===== config.mk =====
export PLATFORM = sky130hd
export DESIGN_NAME = mem_port_arbiter
export DESIGN_NICKNAME = d
export VERILOG_FILES = /design/src/rtl/mem_port_arbiter.sv
export SDC_FILE = /design/constraint.sdc
export NUM_CORES = 1
export LEC_CHECK = 0
export BUFFER_PORTS_ARGS = -buffer_cell sky130_fd_sc_hd__buf_2
export CORE_AREA = 3 3 104 106
export CTS_BUF_LIST = sky130_fd_sc_hd__clkbuf_8
export DETAILED_ROUTE_END_ITERATION = 12
export DIE_AREA = 0 0 107 109
export MAX_ROUTING_LAYER = met4
export REMOVE_ABC_BUFFERS = 1
export SLEW_MARGIN = 20
export SYNTH_ARGS = -nofsm -noshare
export SYNTH_HDL_FRONTEND = slang
export SYNTH_SLANG_ARGS = --single-unit

===== constraint.sdc =====
create_clock -name clk -period 2.6 [get_ports clk]
set_clock_uncertainty 0.1 [all_clocks]
set_input_delay 0.26 -clock clk [delete_from_list [all_inputs] [get_ports clk]]
set_output_delay 0.26 -clock clk [all_outputs]
set_load 0.005 [all_outputs]

===== src/rtl/mem_port_arbiter.sv =====
// mem_port_arbiter
//   Shares one single-port synchronous RAM between the instruction-fetch
//   port and the load/store data port. At most one access is granted per
//   cycle. Data normally wins; a streak counter bounds how many data grants
//   in a row may pass a waiting fetch. Read data comes back straight from the
//   RAM after READ_LAT cycles, tagged with a valid for the requester that
//   issued the read.
//
// Ports
//   clk, reset            clock (rising edge), async active-low reset
//   if_req/if_addr        fetch request (held until if_gnt)
//   if_gnt                fetch accepted this cycle
//   if_rvalid/if_rdata    fetch read response
//   d_req/d_we/d_addr/d_wdata  data request (held until d_gnt)
//   d_gnt                 data access accepted (stores write this cycle)
//   d_rvalid/d_rdata      load read response
//   mem_en/mem_we/mem_addr/mem_din/mem_dout  RAM port
//   stall                 some request is pending but not granted
module mem_port_arbiter #(
    parameter int ADDR_W     = 32,
    parameter int DATA_W     = 32,
    parameter int STREAK_MAX = 4,
    parameter int READ_LAT   = 1
) (
    input  logic              clk,
    input  logic              reset,
    input  logic              if_req,
    input  logic [ADDR_W-1:0] if_addr,
    output logic              if_gnt,
    output logic              if_rvalid,
    output logic [DATA_W-1:0] if_rdata,
    input  logic              d_req,
    input  logic              d_we,
    input  logic [ADDR_W-1:0] d_addr,
    input  logic [DATA_W-1:0] d_wdata,
    output logic              d_gnt,
    output logic              d_rvalid,
    output logic [DATA_W-1:0] d_rdata,
    output logic              mem_en,
    output logic              mem_we,
    output logic [ADDR_W-1:0] mem_addr,
    output logic [DATA_W-1:0] mem_din,
    input  logic [DATA_W-1:0] mem_dout,
    output logic              stall
);

    localparam logic [3:0] SMAX = 4'(STREAK_MAX);

    logic [3:0]          r_streak;
    logic [READ_LAT-1:0] r_vld_pipe;   // read in flight at each stage
    logic [READ_LAT-1:0] r_src_pipe;   // 1 = data load, 0 = fetch

    logic w_gnt_d;
    logic w_gnt_f;
    logic w_rd;

    // Data wins unless a fetch is waiting and the streak is used up.
    // Both grants are held low during reset.
    assign w_gnt_d = reset & d_req & (~if_req | (r_streak < SMAX));
    assign w_gnt_f = reset & if_req & ~w_gnt_d;
    assign w_rd    = w_gnt_f | (w_gnt_d & ~d_we);

    assign if_gnt = w_gnt_f;
    assign d_gnt  = w_gnt_d;
    assign stall  = reset & ((if_req & ~w_gnt_f) | (d_req & ~w_gnt_d));

    always_comb begin
        mem_en   = 1'b0;
        mem_we   = 1'b0;
        mem_addr = '0;
        mem_din  = '0;
        if (w_gnt_d) begin
            mem_en   = 1'b1;
            mem_we   = d_we;
            mem_addr = d_addr;
            mem_din  = d_wdata;
        end else if (w_gnt_f) begin
            mem_en   = 1'b1;
            mem_addr = if_addr;
        end
    end

    // Counts data grants that passed a waiting fetch; any cycle without a
    // fetch waiting, or a fetch grant, starts the count over.
    always_ff @(posedge clk or negedge reset) begin
        if (!reset) begin
            r_streak <= 4'd0;
        end else if (!if_req || w_gnt_f) begin
            r_streak <= 4'd0;
        end else if (w_gnt_d && (r_streak < SMAX)) begin
            r_streak <= r_streak + 4'd1;
        end
    end

    // Response tag pipeline; reset drops anything in flight.
    always_ff @(posedge clk or negedge reset) begin
        if (!reset) begin
            r_vld_pipe <= '0;
            r_src_pipe <= '0;
        end else begin
            r_vld_pipe[0] <= w_rd;
            r_src_pipe[0] <= w_gnt_d;
            for (int i = 1; i < READ_LAT; i++) begin
                r_vld_pipe[i] <= r_vld_pipe[i-1];
                r_src_pipe[i] <= r_src_pipe[i-1];
            end
        end
    end

    assign if_rvalid = r_vld_pipe[READ_LAT-1] & ~r_src_pipe[READ_LAT-1];
    assign d_rvalid  = r_vld_pipe[READ_LAT-1] &  r_src_pipe[READ_LAT-1];
    assign if_rdata  = mem_dout;
    assign d_rdata   = mem_dout;

endmodule


==> flow_metrics.env <==
export IMPL_irDropWorstVdd_uv=84.8
export IMPL_syn_area_per_cell_um2=8.07
export IMPL_stdcell_area_um2=1870
export IMPL_globalRoute_busiestLayer="met2"
export IMPL_io_buffers=171
export IMPL_max_cap_viol_count=0
export IMPL_cpLargestDelayFamily="buffers and inverters"
export IMPL_numCtsBuffers=3
export IMPL_worstPathArrival_ns=2.04
export IMPL_cts_sinks=6
export IMPL_tritoncts="yes"
export IMPL_p_leak_nw=1.13
export IMPL_grt_use_total=0.104
export IMPL_worst_setup_path_type="primary input to primary output"
export IMPL_p_int_mw=0.324
export IMPL_synth_seq_cells=6
export IMPL_dieWidth_um=107
export IMPL_clk_pin_slew_ns=0.03
export IMPL_switchingPower_mw=0.123
export IMPL_boundaryPins=268
export IMPL_yosys_warnings=0
export IMPL_synth_cell_types=19
export IMPL_die_h_um=109
export IMPL_clkLatencyLatePin_ns=0.22
export IMPL_path_cells="dlygate4sd3_1, buf_2, and3_4, a22o_1, buf_2"
export IMPL_clockBufferDepth=2
export IMPL_p_sw_frac=0.276
export IMPL_grt_overflow=0
export IMPL_max_slew_margin=0.604
export IMPL_tightest_slew_ns=0.594
export IMPL_fin_tns_setup_ns=0
export IMPL_wire_per_inst_um=16.6
export IMPL_r2r_slack_ns=1.04
export IMPL_power_density_nw_per_um2=239
export IMPL_final_common_cell="buf_2"
export IMPL_period_share=0.924
export IMPL_critical_path_max_fanout=68
export IMPL_post_route_min_period_ns=2.40
export IMPL_htreeDepth=1
export IMPL_finalSetupViolations=0
export IMPL_viasPerCell=3.87
export IMPL_critPathBufInv=3
export IMPL_drt_wl_total_um=6610
export IMPL_final_cell_mix="buf_2, and2_1, a22o_1, dfrtp_1, clkbuf_8"
export IMPL_post_cts_buffers=0
export IMPL_combPwrFrac=0.478
export IMPL_drt_initial_drc_count=40
export IMPL_slowest_delay_ns=0.62
export IMPL_drv_slew=0
export IMPL_dieArea_um2=11700
export IMPL_vias=1545
export IMPL_status="finished clean"
export IMPL_critPathRequiredTime_ns=2.24
export IMPL_gp_congestion=0.618
export IMPL_core_rowCount=36
export IMPL_pwr_share_seq=0.221
export IMPL_grt_use_met1=0.120
export IMPL_antenna_found_initial=1
export IMPL_ant_nets=0
export IMPL_met3_usage=0.101
export IMPL_hp_class="primary input to register"
export IMPL_p_clk_frac=0.301
export IMPL_clockRootBuffer="clkbuf_8"
export IMPL_grt_max_degree=69
export IMPL_ys_seq_area_frac=0.114
export IMPL_grt_pass1_wl_um=8470
export IMPL_dp_hpwl_um=5510
export IMPL_first_pass_iters=4
export IMPL_core_region_area_um2=9860
export IMPL_syn_to_final_growth_pct=42.2
export IMPL_rsz0062_at_grt="false"
export IMPL_first_global_vias=1396
export IMPL_initial_core_util=0.133
export IMPL_use_met2=0.125
export IMPL_drc=0
export IMPL_hold_viol=0
export IMPL_crit_path_start_kind="primary input"
export IMPL_finalPower_mw=0.447
export IMPL_final_nets=401
export IMPL_place_area_um2=1820
export IMPL_path_common_cell="buf_2"
export IMPL_crit_slowest_cell="and3_4"
export IMPL_synth_area_um2=1320
export IMPL_drive_gt1_frac=0.672
export IMPL_synthCells=163
export IMPL_max_freq_mhz=416
export IMPL_critPathCaptureType="primary output"
==> logic make-up (layout without fill, tap and decap cells) <==
family,after synthesis,in the layout,share of synthesized area
AO/OA/AOI/OAI,38,38,0.250
AND/OR/NAND/NOR,44,44,0.214
adder cells (fa/ha/maj),1,1,0.00951
buffers and inverters,74,176,0.412
flip-flops,6,6,0.114
other,0,1,0
==> metal layers <==
metal  routed length, µm  vias to the layer above
met5                   0                        -
met4                  36                        0
met3                1530                        2
met2                2390                      192
met1                2670                      650
li1                    -                      701
==> stage by stage <==
step	util	hold WS (ns)	setup slack, ns	cells
global route	0.189	0.156	0.0131	399
finish	0.189	0.148	0.197	399
CTS	0.189	0.143	0.163	398
floorplan	-	-0.136	0.868	89
detailed placement	0.184	0.0201	0.700	394
global placement	0.184	0.0174	0.767	394
==> synthesized netlist by cell type <==
| library cell | count | area share |
|---|---|---|
| buf_6 | 2 | 0.017 |
| and3_1 | 1 | 0.0048 |
| nor3b_2 | 1 | 0.0095 |
| clkbuf_1 | 1 | 0.0029 |
| and3_4 | 1 | 0.0086 |
| and2_1 | 36 | 0.17 |
| o21a_1 | 1 | 0.0057 |
| dfrtp_1 | 6 | 0.11 |
| a22o_1 | 33 | 0.22 |
| buf_2 | 7 | 0.027 |
| a32o_1 | 2 | 0.015 |
| nor2_2 | 1 | 0.0048 |
| ha_1 | 1 | 0.0095 |
| nor2b_1 | 2 | 0.0095 |
| nand2_1 | 1 | 0.0029 |
| o21ai_1 | 1 | 0.0038 |
| buf_4 | 64 | 0.37 |
| nor2_1 | 1 | 0.0029 |
| a21boi_0 | 1 | 0.0057 |
==> flip-flops by register name (all words and copies together) (netlist names) <==
name	flops
r_streak	4
r_src_pipe	1
r_vld_pipe	1
==> power by group through the flow <==
stage / Clock (mW) / Sequential [mW] / Combinational (mW)
after floorplan: 0 / 0.0995 / 0.0753
after global placement: 0 / 0.0997 / 0.213
after detailed placement: 0 / 0.0999 / 0.216
after CTS: 0.142 / 0.0987 / 0.218
after global routing: 0.151 / 0.0992 / 0.238
final: 0.134 / 0.0987 / 0.214
==> layout make-up <==
| type | count | area, µm² |
|---|---|---|
| Antenna cell | 1 | 2.50 |
| Sequential cell | 6 | 150 |
| Multi-Input combinational cell | 83 | 623 |
| Timing Repair Buffer | 173 | 886 |
| Fill cell | 1107 | 8000 |
| Tap cell | 133 | 166 |
| Clock buffer | 3 | 41.3 |
==> path summary, 6_finish.rpt <==
kind                       depth (start not counted)   startpoint            to
min reg2reg                                        1  r_streak[1]   r_streak[1]
max                                                5        reset  mem_addr[18]
max in group asynchronous                          2        reset   r_streak[1]
min                                                2         d_we    r_vld_pipe
max reg2reg                                        3  r_streak[3]    r_vld_pipe
min in group asynchronous                          2        reset   r_streak[0]
==> timing repair <==
| item | in CTS | in global routing |
|---|---|---|
| setup endpoints to repair | 0 | 0 |
| resized for setup | 0 | 0 |
| hold buffers | 1 | 0 |
| endpoints found under the hold margin | 6 | 0 |
Power figures use the tool's default switching activity.
